`src/rtl/itch_msg_framer_if.sv`:
```
// Byte-stream bundle between the UDP payload parser,
// the ITCH message framer and the order-book decoders.
interface itch_msg_framer_if;
   logic        in_valid;
   logic [7:0]  in_data;
   logic        in_last;
   logic        out_valid;
   logic [7:0]  out_data;
   logic        out_first;
   logic        out_last;
   logic [7:0]  out_type;
   logic [7:0]  out_idx;
   logic [15:0] out_len;
   logic        seq_valid;
   logic [63:0] seq_num;
   logic [15:0] msg_count;
   logic        err_trunc;
   logic        err_len;

   modport master (
      output in_valid,
      output in_data,
      output in_last,
      input  out_valid,
      input  out_data,
      input  out_first,
      input  out_last,
      input  out_type,
      input  out_idx,
      input  out_len,
      input  seq_valid,
      input  seq_num,
      input  msg_count,
      input  err_trunc,
      input  err_len
   );

   modport slave (
      input  in_valid,
      input  in_data,
      input  in_last,
      output out_valid,
      output out_data,
      output out_first,
      output out_last,
      output out_type,
      output out_idx,
      output out_len,
      output seq_valid,
      output seq_num,
      output msg_count,
      output err_trunc,
      output err_len
   );
endinterface

```
`src/rtl/itch_msg_framer.sv`:
```
// Splits a UDP payload into length-prefixed ITCH messages.
// Define MOLD_HDR_EN to strip a leading MoldUDP64 header.
module itch_msg_framer #(
   parameter int MAX_MSG_LEN = 64
) (
   input logic         clk,
   input logic         reset,
   itch_msg_framer_if.slave bus
);

   typedef enum logic [2:0] {
      HDR,
      LEN_HI,
      LEN_LO,
      BODY,
      DROP
   } state_t;

`ifdef MOLD_HDR_EN
   localparam state_t START = HDR;
`else
   localparam state_t START = LEN_HI;
`endif

   localparam logic [15:0] MAX_LEN = 16'(MAX_MSG_LEN);

   state_t      state;
   state_t      state_n;
   logic [7:0]  len_hi;
   logic [7:0]  len_hi_n;
   logic [7:0]  idx;
   logic [7:0]  idx_n;

   logic        valid_r;
   logic        valid_n;
   logic [7:0]  data_r;
   logic [7:0]  data_n;
   logic        first_r;
   logic        first_n;
   logic        last_r;
   logic        last_n;
   logic [7:0]  type_r;
   logic [7:0]  type_n;
   logic [7:0]  oidx_r;
   logic [7:0]  oidx_n;
   logic [15:0] len_r;
   logic [15:0] len_n;
   logic        trunc_r;
   logic        trunc_n;
   logic        elen_r;
   logic        elen_n;

`ifdef MOLD_HDR_EN
   logic [4:0]  hdr_cnt;
   logic [4:0]  hdr_cnt_n;
   logic        seqv_r;
   logic        seqv_n;
   logic [63:0] seq_r;
   logic [63:0] seq_n;
   logic [15:0] cnt_r;
   logic [15:0] cnt_n;
`endif

   logic [15:0] len_w;
   logic        at_end;

   assign len_w  = {len_hi, bus.in_data};
   assign at_end = ({8'd0, idx} == (len_r - 16'd1));

   always_comb begin
      state_n  = state;
      len_hi_n = len_hi;
      idx_n    = idx;
      valid_n  = 1'b0;
      data_n   = data_r;
      first_n  = 1'b0;
      last_n   = 1'b0;
      type_n   = type_r;
      oidx_n   = oidx_r;
      len_n    = len_r;
      trunc_n  = 1'b0;
      elen_n   = 1'b0;
`ifdef MOLD_HDR_EN
      hdr_cnt_n = hdr_cnt;
      seqv_n    = 1'b0;
      seq_n     = seq_r;
      cnt_n     = cnt_r;
`endif

      if (bus.in_valid) begin
         unique case (state)
`ifdef MOLD_HDR_EN
            HDR: begin
               hdr_cnt_n = hdr_cnt + 5'd1;
               if (hdr_cnt >= 5'd10 && hdr_cnt <= 5'd17)
                  seq_n = {seq_r[55:0], bus.in_data};
               if (hdr_cnt == 5'd18)
                  cnt_n[15:8] = bus.in_data;
               if (hdr_cnt == 5'd19) begin
                  cnt_n[7:0] = bus.in_data;
                  seqv_n     = 1'b1;
                  hdr_cnt_n  = 5'd0;
                  state_n    = LEN_HI;
               end
               if (bus.in_last) begin
                  hdr_cnt_n = 5'd0;
                  trunc_n   = (hdr_cnt != 5'd19);
               end
            end
`endif
            LEN_HI: begin
               len_hi_n = bus.in_data;
               state_n  = LEN_LO;
            end
            LEN_LO: begin
               if (len_w == 16'd0) begin
                  state_n = LEN_HI;
               end else if (len_w > MAX_LEN) begin
                  elen_n  = 1'b1;
                  state_n = DROP;
               end else begin
                  len_n   = len_w;
                  idx_n   = 8'd0;
                  state_n = BODY;
               end
               trunc_n = bus.in_last;
            end
            BODY: begin
               valid_n = 1'b1;
               data_n  = bus.in_data;
               oidx_n  = idx;
               first_n = (idx == 8'd0);
               if (idx == 8'd0)
                  type_n = bus.in_data;
               last_n  = at_end | bus.in_last;
               trunc_n = bus.in_last & ~at_end;
               idx_n   = idx + 8'd1;
               if (at_end)
                  state_n = LEN_HI;
            end
            DROP: begin
               state_n = DROP;
            end
            default: begin
               state_n = START;
            end
         endcase

         // End of datagram always re-arms the parser.
         if (bus.in_last)
            state_n = START;
      end
   end

   always_ff @(posedge clk) begin
      if (!reset) begin
         state   <= START;
         len_hi  <= '0;
         idx     <= '0;
         valid_r <= 1'b0;
         data_r  <= '0;
         first_r <= 1'b0;
         last_r  <= 1'b0;
         type_r  <= '0;
         oidx_r  <= '0;
         len_r   <= '0;
         trunc_r <= 1'b0;
         elen_r  <= 1'b0;
`ifdef MOLD_HDR_EN
         hdr_cnt <= '0;
         seqv_r  <= 1'b0;
         seq_r   <= '0;
         cnt_r   <= '0;
`endif
      end else begin
         state   <= state_n;
         len_hi  <= len_hi_n;
         idx     <= idx_n;
         valid_r <= valid_n;
         data_r  <= data_n;
         first_r <= first_n;
         last_r  <= last_n;
         type_r  <= type_n;
         oidx_r  <= oidx_n;
         len_r   <= len_n;
         trunc_r <= trunc_n;
         elen_r  <= elen_n;
`ifdef MOLD_HDR_EN
         hdr_cnt <= hdr_cnt_n;
         seqv_r  <= seqv_n;
         seq_r   <= seq_n;
         cnt_r   <= cnt_n;
`endif
      end
   end

   assign bus.out_valid = valid_r;
   assign bus.out_data  = data_r;
   assign bus.out_first = first_r;
   assign bus.out_last  = last_r;
   assign bus.out_type  = type_r;
   assign bus.out_idx   = oidx_r;
   assign bus.out_len   = len_r;
   assign bus.err_trunc = trunc_r;
   assign bus.err_len   = elen_r;

`ifdef MOLD_HDR_EN
   assign bus.seq_valid = seqv_r;
   assign bus.seq_num   = seq_r;
   assign bus.msg_count = cnt_r;
`else
   assign bus.seq_valid = 1'b0;
   assign bus.seq_num   = 64'd0;
   assign bus.msg_count = 16'd0;
`endif

endmodule

```
`src/flat_wrapper.sv`:
```
// flat-port wrapper written by rule: the top's interface ports become plain ports
module itch_msg_framer_flat 
#(
   parameter int MAX_MSG_LEN = 64
)
  (clk, reset, bus_in_valid, bus_in_data, bus_in_last, bus_out_valid, bus_out_data, bus_out_first, bus_out_last, bus_out_type, bus_out_idx, bus_out_len, bus_seq_valid, bus_seq_num, bus_msg_count, bus_err_trunc, bus_err_len);
  itch_msg_framer_if bus_i ();
  input logic clk;
  input logic reset;
  input wire logic [$bits(bus_i.in_valid)-1:0] bus_in_valid;
  input wire logic [$bits(bus_i.in_data)-1:0] bus_in_data;
  input wire logic [$bits(bus_i.in_last)-1:0] bus_in_last;
  output wire logic [$bits(bus_i.out_valid)-1:0] bus_out_valid;
  output wire logic [$bits(bus_i.out_data)-1:0] bus_out_data;
  output wire logic [$bits(bus_i.out_first)-1:0] bus_out_first;
  output wire logic [$bits(bus_i.out_last)-1:0] bus_out_last;
  output wire logic [$bits(bus_i.out_type)-1:0] bus_out_type;
  output wire logic [$bits(bus_i.out_idx)-1:0] bus_out_idx;
  output wire logic [$bits(bus_i.out_len)-1:0] bus_out_len;
  output wire logic [$bits(bus_i.seq_valid)-1:0] bus_seq_valid;
  output wire logic [$bits(bus_i.seq_num)-1:0] bus_seq_num;
  output wire logic [$bits(bus_i.msg_count)-1:0] bus_msg_count;
  output wire logic [$bits(bus_i.err_trunc)-1:0] bus_err_trunc;
  output wire logic [$bits(bus_i.err_len)-1:0] bus_err_len;
  assign bus_i.in_valid = bus_in_valid;
  assign bus_i.in_data = bus_in_data;
  assign bus_i.in_last = bus_in_last;
  assign bus_out_valid = bus_i.out_valid;
  assign bus_out_data = bus_i.out_data;
  assign bus_out_first = bus_i.out_first;
  assign bus_out_last = bus_i.out_last;
  assign bus_out_type = bus_i.out_type;
  assign bus_out_idx = bus_i.out_idx;
  assign bus_out_len = bus_i.out_len;
  assign bus_seq_valid = bus_i.seq_valid;
  assign bus_seq_num = bus_i.seq_num;
  assign bus_msg_count = bus_i.msg_count;
  assign bus_err_trunc = bus_i.err_trunc;
  assign bus_err_len = bus_i.err_len;
  itch_msg_framer #(.MAX_MSG_LEN(MAX_MSG_LEN)) u_core (.clk(clk), .reset(reset), .bus(bus_i));
endmodule
```
`config.mk`:
```
export PLATFORM = sky130hd
export DESIGN_NAME = itch_msg_framer_flat
export DESIGN_NICKNAME = d
export VERILOG_FILES = /design/src/rtl/itch_msg_framer_if.sv /design/src/rtl/itch_msg_framer.sv /design/src/flat_wrapper.sv
export SDC_FILE = /design/constraint.sdc
export NUM_CORES = 1
export LEC_CHECK = 0
export ABC_AREA = 1
export BUFFER_PORTS_ARGS = -buffer_cell sky130_fd_sc_hd__buf_2
export CAP_MARGIN = 25
export CORE_UTILIZATION = 50
export DETAILED_ROUTE_END_ITERATION = 8
export PLACE_DENSITY = 0.92
export SYNTH_ARGS = -nofsm -noshare
export SYNTH_HDL_FRONTEND = slang
export SYNTH_SLANG_ARGS = --single-unit
```
`constraint.sdc`:
```
create_clock -name clk -period 1.92 [get_ports clk]
set_input_delay 0.288 -clock clk [delete_from_list [all_inputs] [get_ports clk]]
set_output_delay 0.288 -clock clk [all_outputs]
set_load 0.1 [all_outputs]
```
==> summary.txt, run 1 <==
Run status
  – Status: finished, final reports clean

Floorplanning
  – Initial Util: 51.65%
  – Die width: 88.56 um
  – DIE HEIGHT: 88.56 um
  – DIE AREA: 7842 sq um
  – I/O pin count: 138
  – Core Rows: 31
  – Core Region: 7253 sq um

Drt
  – DRC errors left: 0
  – Routed length per instance: 12.60 um
  – Routed via count: 3410
  – Initial drt markers: 254
  – Drt pass-1 iters: 5
  – Final WL: 8783 um
  – Post-route ant nets: 0
  – Avg Vias per Cell: 4.892

Worst setup path
  – Cell family with most CP delay: simple AND/OR/NAND/NOR gates
  – Worst Setup Start Kind: flop
  – Bufs and invs on worst path: 4
  – Critical-path top delay cell: dfxtp_1
  – Worst path max stage delay: 0.36 ns
  – Class of the most critical setup path: flop to flop
  – CP max FO: 8
  – CP cell instances: inv_1 -> nor2_1 -> inv_2 -> nor2_2 -> inv_2 -> nor2_4 -> nand2_2 -> inv_2 -> nand2_1 -> o21ai_0
  – Crit. End Element: flop
  – Arrival time at the worst endpoint: 2.01 ns
  – Cell mode on critical path: inv_2
  – Worst EP required: 2.18 ns

Logic synthesis
  – #FFs+latches synth: 64
  – Synth top area cells: dfxtp_1 34%, buf_4 16%, nand2_1 8.0%, inv_1 5.3%, a21oi_1 5.2%
  – Cells after synthesis: 530
  – Yosys top cell by area: dfxtp_1
  – Share of the synthesized area in the top cell type: 34.20%
  – Distinct cells, synth: 31
  – Synthesized cell area: 3746 sq um
  – Syn Area/Cell: 7.068 sq um
  – Number of synthesis warnings: 0
  – Sequential area share after synthesis: 34.20%

Placement
  – RePlAce Congestion: 0.9139
  – Final HPWL DP: 6367 um
  – Worst slack at placement: 0.05711 ns
  – Post-Place Cells: 679
  – Post-Place Cell Area: 3885 sq um
  – Port buffer count: 56

Power and ir drop
  – Pwr/cell area: 888.4 nW/um^2
  – Leak Pwr: 2.173 nW
  – Power, Total: 3.702 mW
  – VDD IR max: 0.8387 mV

Layout
  – Fill count: 636
  – Nets: 608
  – Fin util: 57.44%
  – Total area of sequential cells: 1309 sq um
  – Design area: 4167 sq um
  – Commonest non-fill, non-tap cells in the layout: 81 x conb_1, 78 x nand2_1, 56 x buf_2
  – Most common cell after layout, fill and taps aside: conb_1
  – Non-filler cells, final: 697
  – Fraction of layout cells with a size suffix above 1: 22.91%
  – Synthesis-to-finish area growth: 11.22%
  – Area of the multi-input gates: 1917 sq um
  – N_diodes: 0

CTS
  – CTS H-tree lvls: 3
  – Cts bufs inserted: 9
  – Clock Latency Late Sink: 0.35 ns
  – CTS sink count: 64
  – CTS tree: done
  – CTS Hold Buffers Added: 0
  – Clk root buf: clkbuf_8
  – Reg clk slew, reported paths: 0.07 ns
  – Clock buffer depth: 2

Global route
  – Initial antenna violation count: 0
  – Largest net degree at the start of global routing: 32
  – First-pass GRT wire length: 14330 um
  – Vias in the first global route: 3071
  – Global route overflow: 0
  – Global Route Usage Sum: 24.03%

STA
  – Period utilisation layout: 91.26%
  – Fin. max-slew vios: 0
  – Setup TNS: 0 ns
  – WHS: 0.2340 ns
  – Final worst slack: 0.1679 ns
  – Final setup vio count: 0
  – Upper clock frequency limit: 570.7 MHz
  – Final hold vios: 0
  – Clock skew: 0.01231 ns
  – Tmin final: 1.752 ns

Hold path
  – Min-Delay Path Class: input pin to flop

Run
  – Max-Cap Viols: 0
[path summary, 6_finish.rpt]
path / slack (ns) / depth (start not counted) / endpoint / from
worst max-delay path: 0.17 / 10 / u_core.bus.out_type[5] / u_core.state[1]
worst min-delay path: 0.23 / 3 / u_core.len_hi[7] / bus_in_data[7]
worst max register to register: 0.17 / 10 / u_core.bus.out_type[5] / u_core.state[1]
worst min register to register: 0.47 / 2 / u_core.bus.out_len[9] / u_core.bus.out_len[9]
[state kept, by name, indices dropped and copies added (netlist names)]
signal	count
u_core.bus.err_len	1
u_core.bus.err_trunc	1
u_core.bus.out_data	8
u_core.bus.out_first	1
u_core.bus.out_idx	8
u_core.bus.out_last	1
u_core.bus.out_len	16
u_core.bus.out_type	8
u_core.bus.out_valid	1
u_core.idx	8
u_core.len_hi	8
u_core.state	3
[layer usage]
| layer | global-route usage, % | wire length, um |
|---|---|---|
| met5 | 0 | 0 |
| met4 | 11.73 | 214 |
| met3 | 5.317 | 674 |
| met1 | 29.01 | 3633 |
| met2 | 40.49 | 4259 |
[what timing repair did]
| action | CTS | global route |
|---|---|---|
| setup buffers | 0 | 2 |
| gates resized for setup | 0 | 18 |
| endpoints found under the setup margin | 0 | 12 |
[power breakdown]
group | switching (mW) | total (mW) | internal, mW
logic | 1.03 | 1.13 | 0.0996
registers | 0.0320 | 1.40 | 1.37
clock network | 0.530 | 1.17 | 0.635
total | 1.60 | 3.70 | 2.11
[cells in the mapped netlist]
| cell | number |
|---|---|
| a211oi_1 | 1 |
| a21boi_0 | 1 |
| a21oi_1 | 39 |
| and2_1 | 2 |
| and3b_1 | 1 |
| buf_1 | 1 |
| buf_2 | 6 |
| buf_4 | 82 |
| clkbuf_1 | 7 |
| conb_1 | 1 |
| dfxtp_1 | 64 |
| ha_1 | 3 |
| inv_1 | 53 |
| inv_2 | 9 |
| nand2_1 | 80 |
| nand2_2 | 7 |
| nand2_4 | 2 |
| nand3_1 | 29 |
| nand3_2 | 1 |
| nand4_1 | 5 |
| nor2_1 | 48 |
| nor2_2 | 6 |
| nor2_4 | 5 |
| nor3_1 | 14 |
| nor3b_1 | 1 |
| nor4_1 | 4 |
| o211ai_1 | 3 |
| o21ai_0 | 38 |
| o21ai_1 | 2 |
| xnor2_1 | 6 |
| xor2_1 | 9 |
[worst register-to-register path, cell delays in order, from the launching register on]
cell,delay (ns)
dfxtp_1,0.36
inv_1,0.08
nor2_1,0.18
inv_2,0.09
nor2_2,0.13
inv_2,0.11
nor2_4,0.14
nand2_2,0.15
inv_2,0.11
nand2_1,0.13
o21ai_0,0.20
[kinds of logic after synthesis]
logic type / count (synthesis) / share of synthesized area [%]
AND/OR/NAND/NOR: 205 / 25.38
buffers and inverters: 158 / 24.25
AO/OA/AOI/OAI: 84 / 11.56
flip-flops: 64 / 34.20
XOR/XNOR: 15 / 3.507
adder cells (fa/ha/maj): 3 / 1.002
other: 1 / 0.1001
[layout make-up]
| type | count | area share, % |
|---|---|---|
| multi-input combinational | 388 | 46.01 |
| clock inverter | 5 | 1.381 |
| sequential | 64 | 31.41 |
| tap | 99 | 2.973 |
| clock buffer | 11 | 3.393 |
| timing repair buffer | 68 | 9.189 |
| inverter | 62 | 5.646 |
Power figures use the tool's default switching activity.
==> inputs of run 2 (changes only) <==
MAX_ROUTING_LAYER = met4   (was not set)
==> run 2 against run 1 <==
  * Non-clock buffer count grew 2
  * Final cell count grew 0.29%
  * Cell area grew 1.3%
  * Combinational power is essentially flat
  * Global-route usage is essentially flat
  * Register-to-register slack lost 0.06 ns
  * Clock power grew 11%
  * First-iteration DRC count shrank 42%
  * Die area is the same
  * Utilization grew 0.74 points
  * Critical path type unchanged
  * Critical endpoint is now u_core.state[0]
==> summary.txt, run 2 (synthesis results as in run 1) <==
Layout
  – Area of the multi-input gates: 1929 sq um
  – Non-filler cells, final: 699
  – Nets: 610
  – Fill count: 628
  – Max FFs per register: 16
  – Commonest non-fill, non-tap cells in the layout: 81 x conb_1, 79 x nand2_1, 56 x buf_2
  – N_diodes: 0
  – Design area: 4220 sq um
  – Total area of sequential cells: 1314 sq um
  – Fraction of layout cells with a size suffix above 1: 23.67%
  – Most common cell after layout, fill and taps aside: conb_1
  – Synthesis-to-finish area growth: 12.66%

Floorplanning
  – Initial Util: 51.65%
  – Core Region: 7253 sq um
  – Die width: 88.56 um
  – DIE HEIGHT: 88.56 um
  – I/O pin count: 138
  – Core Rows: 31
  – DIE AREA: 7842 sq um

STA
  – Tmin final: 1.816 ns
  – Clock skew: 0.01002 ns
  – Final hold vios: 0
  – Final setup vio count: 0
  – WHS: 0.2304 ns
  – Setup TNS: 0 ns
  – Upper clock frequency limit: 550.7 MHz
  – Fin. max-slew vios: 0
  – Period utilisation layout: 94.57%
  – RSZ-0062 raised after global routing: yes

Global route
  – Global Route Usage Sum: 24.07%
  – Initial antenna violation count: 0
  – Vias in the first global route: 2954
  – Largest net degree at the start of global routing: 32
  – Global route overflow: 0
  – First-pass GRT wire length: 13810 um

Worst setup path
  – Arrival time at the worst endpoint: 2.05 ns
  – Worst EP required: 2.15 ns
  – Critical-path top delay cell: dfxtp_4
  – CP cell instances: nor2_4 -> nand2_2 -> nor2_4 -> nand2_1 -> nand2_1 -> nand2_1 -> nor2_1 -> nand2_1 -> nor2_2 -> nand2_2 -> nand2_4 -> nand2_1 -> nand2_1 -> nand3_1
  – CP max FO: 7
  – Cell mode on critical path: nand2_1
  – Worst path max stage delay: 0.39 ns
  – Class of the most critical setup path: flop to flop
  – Crit. End Element: flop
  – Worst Setup Start Kind: flop

Power and ir drop
  – Power, Total: 3.826 mW
  – Switching Fraction: 41.69%
  – Power Internal: 2.231 mW
  – VDD IR max: 0.5974 mV
  – Pwr/cell area: 906.5 nW/um^2
  – Psw: 1.595 mW
  – Clock Power Share: 34.0%
  – Leak Pwr: 2.192 nW
  – Sequential power share: 36.6%
  – Gate power share: 29.4%

CTS
  – Clk root buf: clkbuf_8
  – Clock Latency Late Sink: 0.35 ns
  – CTS H-tree lvls: 3
  – Reg clk slew, reported paths: 0.07 ns
  – Clock buffer depth: 2
  – CTS tree: done
  – CTS sink count: 64
  – Cts bufs inserted: 9
  – CTS Hold Buffers Added: 0

Drt
  – DRC errors left: 0
  – Routed length per instance: 12.50 um
  – Post-route ant nets: 0
  – Initial drt markers: 148
  – Final WL: 8737 um
  – Drt pass-1 iters: 7
  – Routed via count: 3442
  – Avg Vias per Cell: 4.924

Placement
  – Post-Place Cell Area: 3885 sq um
  – Port buffer count: 56
  – RePlAce Congestion: 0.9307
  – Final HPWL DP: 6251 um
  – Post-Place Cells: 679

Run status
  – Status: finished, final reports clean

Run
  – Max-Cap Viols: 0

Hold path
  – Min-Delay Path Class: input pin to flop
[run 2: changes by cell type in the layout (fill, tap and decap cells not counted), moves of 2 or more]
| cell | delta |
|---|---|
| buf_4 | +2 |
| clkinv_4 | -2 |
| dfxtp_2 | -2 |
| dfxtp_4 | +2 |
| nor2_1 | -4 |
| nor2_2 | +5 |
| o21ai_0 | -2 |
| o21ai_1 | +2 |
[run 2: area by class of cell]
type                       instances  share of cell area (%)
clock buffer                      11                   3.350
clock inverter                     5                   1.868
inverter                          62                   5.574
multi-input combinational        388                   45.72
sequential                        64                   31.13
tap                               99                   2.935
timing repair buffer              70                   9.428
[run 2: timing repair]
action / CTS / global route
gates resized for setup: 0 / 25
setup endpoints to repair: 0 / 12
buffers inserted: 0 / 4
[run 2: metrics by stage]
step | setup WS, ns | utilization [%]
final | 0.1043 | 58.19
after global routing | -0.05932 | 58.19
after CTS | 0.02558 | 56.60
after detailed placement | 0.04556 | 53.56
after global placement | 0.1620 | 53.56
after floorplan | 0.009706 | -
[run 2: metal layers]
metal	share of wire, %	vias to the layer above	track usage [%]
met2	47	213	38.25
met4	2.6	0	12.02
li1	-	1657	-
met3	8.5	28	5.037
met5	0	-	-
met1	41	1544	28.86
[run 2: final timing paths]
kind                              start                    end  slack [ns]  cells past startpoint
setup / recovery  u_core.bus.out_len[3]        u_core.state[0]        0.10                     14
hold / removal           bus_in_data[7]       u_core.len_hi[7]        0.23                      3
setup reg to reg  u_core.bus.out_len[3]        u_core.state[0]        0.10                     14
hold reg to reg   u_core.bus.out_idx[6]  u_core.bus.out_idx[6]        0.47                      2
[run 2: critical path, delay by kind of cell (launching register included)]
family           cells  cell delay (ns)
DFF                  1             0.39
and+or+nand+nor     14             1.29
[run 2: power groups by stage]
stage | combinational, mW | sequential (mW) | clock, mW
floorplan | 0.974 | 1.61 | 0
global placement | 1.11 | 1.43 | 0
detailed placement | 1.11 | 1.43 | 0
CTS | 1.12 | 1.40 | 1.31
global route | 1.18 | 1.40 | 1.38
finish | 1.13 | 1.40 | 1.30
==> inputs of run 3 (changes only) <==
CORE_MARGIN = 2   (was not set)
REMOVE_ABC_BUFFERS = 1   (was not set)
==> run 3 against run 2 <==
  * First-iteration DRC count rose by 140%
  * Maximum frequency fell by 4.9%
  * Die area rose by 4.6%
  * Final cell count fell by 0.14%
  * Non-clock buffer count fell by 1
  * Critical path depth fell by 4
  * Clock skew rose by 0.00086 ns
  * Hold slack improved by 0.0024 ns
  * Critical path type unchanged
==> summary.txt, run 3 (synthesis results as in run 1) <==
Drt
  – DR top layer: met4
  – Met2 Routed Length: 4150 um
  – M1 WL: 3504 um
  – Drt pass-1 iters: 6
  – Routed via count: 3472
  – DRC errors left: 0
  – Avg Vias per Cell: 4.974
  – Initial drt markers: 349
  – Post-route ant nets: 0
  – Final WL: 8815 um
  – Routed length per instance: 12.63 um
  – Metal3 WL: 851 um

Floorplanning
  – Core Region: 7253 sq um
  – DIE AREA: 8200 sq um
  – Core Rows: 31
  – I/O pin count: 138
  – Initial Util: 51.65%
  – DIE HEIGHT: 90.56 um
  – Die width: 90.56 um

Layout
  – Area of the multi-input gates: 1912 sq um
  – Fill count: 624
  – Synthesis-to-finish area growth: 11.92%
  – Nets: 609
  – Fin util: 57.81%
  – N_diodes: 0
  – Total area of sequential cells: 1287 sq um
  – Most common cell after layout, fill and taps aside: conb_1
  – Max FFs per register: 16
  – Fraction of layout cells with a size suffix above 1: 21.87%
  – Commonest non-fill, non-tap cells in the layout: 81 x conb_1, 78 x nand2_1, 59 x dfxtp_1

STA
  – Final worst slack: 0.01031 ns
  – Period utilisation layout: 99.46%
  – Final hold vios: 0
  – Upper clock frequency limit: 523.6 MHz
  – Clock skew: 0.01088 ns
  – Tmin final: 1.910 ns
  – Worst slew margin: 35.55%
  – Slew @ Worst Pin: 0.9657 ns
  – Fin. max-slew vios: 0
  – Final setup vio count: 0

Worst setup path
  – Cell mode on critical path: nand2_1
  – Worst Setup Start Kind: flop
  – Arrival time at the worst endpoint: 2.17 ns
  – Crit. End Element: flop
  – Worst path max stage delay: 0.32 ns
  – Reg-to-reg startpoint: u_core.len_hi[2]
  – Reg-to-reg slack, setup: 0.01 ns
  – Critical-path top delay cell: dfxtp_1
  – Class of the most critical setup path: flop to flop
  – Cells on worst reg2reg path: 10
  – Crit path from: u_core.len_hi[2]
  – CP cell instances: nor2_1 -> nand2_1 -> nor4_2 -> nand2_1 -> inv_2 -> nand3_2 -> nor2_2 -> buf_12 -> o21ai_0 -> a21oi_1
  – Worst EP required: 2.18 ns
  – R2R Path End: u_core.bus.out_len[6]
  – Setup crit end: u_core.bus.out_len[6]
  – CP max FO: 23

Power and ir drop
  – Pwr/cell area: 947.7 nW/um^2
  – VDD IR max: 0.5311 mV
  – Leak Pwr: 2.180 nW

CTS
  – Clock buffer depth: 2
  – Cts bufs inserted: 9
  – Reg clk slew, reported paths: 0.08 ns
  – CTS sink count: 64
  – CTS H-tree lvls: 3
  – CTS tree: done
  – Clk root buf: clkbuf_8
  – Clock Latency Late Sink: 0.35 ns

Hold path
  – Min-Delay Path Depth: 3
  – Min-Delay Path Class: input pin to flop

Global route
  – Global Route Usage Sum: 21.31%
  – Initial antenna violation count: 0
  – First-pass GRT wire length: 13900 um
  – Vias in the first global route: 3063
  – Largest net degree at the start of global routing: 32
  – Global route overflow: 0

Placement
  – RePlAce Congestion: 0.9841
  – Worst slack at placement: 0.07879 ns
  – Final HPWL DP: 6177 um
  – Port buffer count: 56

Run
  – Max-Cap Viols: 0

Run status
  – Status: finished, final reports clean
-- run 3: changes by cell type in the layout (fill, tap and decap cells not counted), moves of 3 or more --
cell	before	now
nand2_4	1	4
nor2_4	8	5
dfxtp_4	6	0
dfxtp_2	8	5
dfxtp_1	50	59
-- run 3: repair_timing --
item	in CTS	in global routing
hold buffers	0	0
endpoints found under the setup margin	0	35
resized for setup	0	23
setup buffers	0	3
-- run 3: worst min-delay path by stage --
stage                     slack [ns]                     to                  start
after global routing            0.23       u_core.len_hi[7]         bus_in_data[7]
after CTS                       0.22       u_core.len_hi[7]         bus_in_data[7]
after floorplan                 0.37        u_core.state[0]                  reset
after global placement          0.45  u_core.bus.out_idx[6]  u_core.bus.out_idx[6]
after detailed placement        0.46  u_core.bus.out_idx[6]  u_core.bus.out_idx[6]
final                           0.23       u_core.len_hi[7]         bus_in_data[7]
-- run 3: worst max-delay path: cells and delay by family (launching register included) --
family,cells,cell delay [ns]
DFF,1,0.32
and+or+nand+nor,6,0.87
buffers and inverters,2,0.27
AOI/OAI and AO/OA,2,0.35
-- run 3: power by group --
group	internal [mW]	leakage (nW)	switching, mW
sequential	1.38	0.522	0.0298
combinational	0.101	1.54	1.04
clock	0.864	0.116	0.561
total	2.34	2.18	1.63
-- run 3: layer usage --
layer	up-vias	track usage [%]
met1	1574	25.59
li1	1643	-
met4	0	8.077
met3	39	5.593
met5	-	-
met2	216	34.33
-- run 3: area by class of cell --
| cell class | count | share of cell area (%) |
|---|---|---|
| tap | 99 | 2.954 |
| inverter | 62 | 5.551 |
| multi-input combinational | 388 | 45.60 |
| clock buffer | 9 | 2.954 |
| timing repair buffer | 69 | 9.400 |
| sequential | 64 | 30.71 |
| clock inverter | 7 | 2.835 |
-- run 3: metrics by stage --
| stage | hold WS [ns] | setup TNS (ns) | power (mW) | instance area [sq um] | std cells |
|---|---|---|---|---|---|
| floorplan | 0.3726 | -2.030 | 2.441 | 3371 | 514 |
| CTS | 0.2205 | 0 | 3.958 | 4105 | 695 |
| finish | 0.2327 | 0 | 3.973 | 4193 | 698 |
| detailed placement | 0.4573 | 0 | 2.551 | 3862 | 679 |
| global placement | 0.4500 | 0 | 2.539 | 3862 | 679 |
| global route | 0.2325 | -0.4471 | 4.084 | 4193 | 698 |
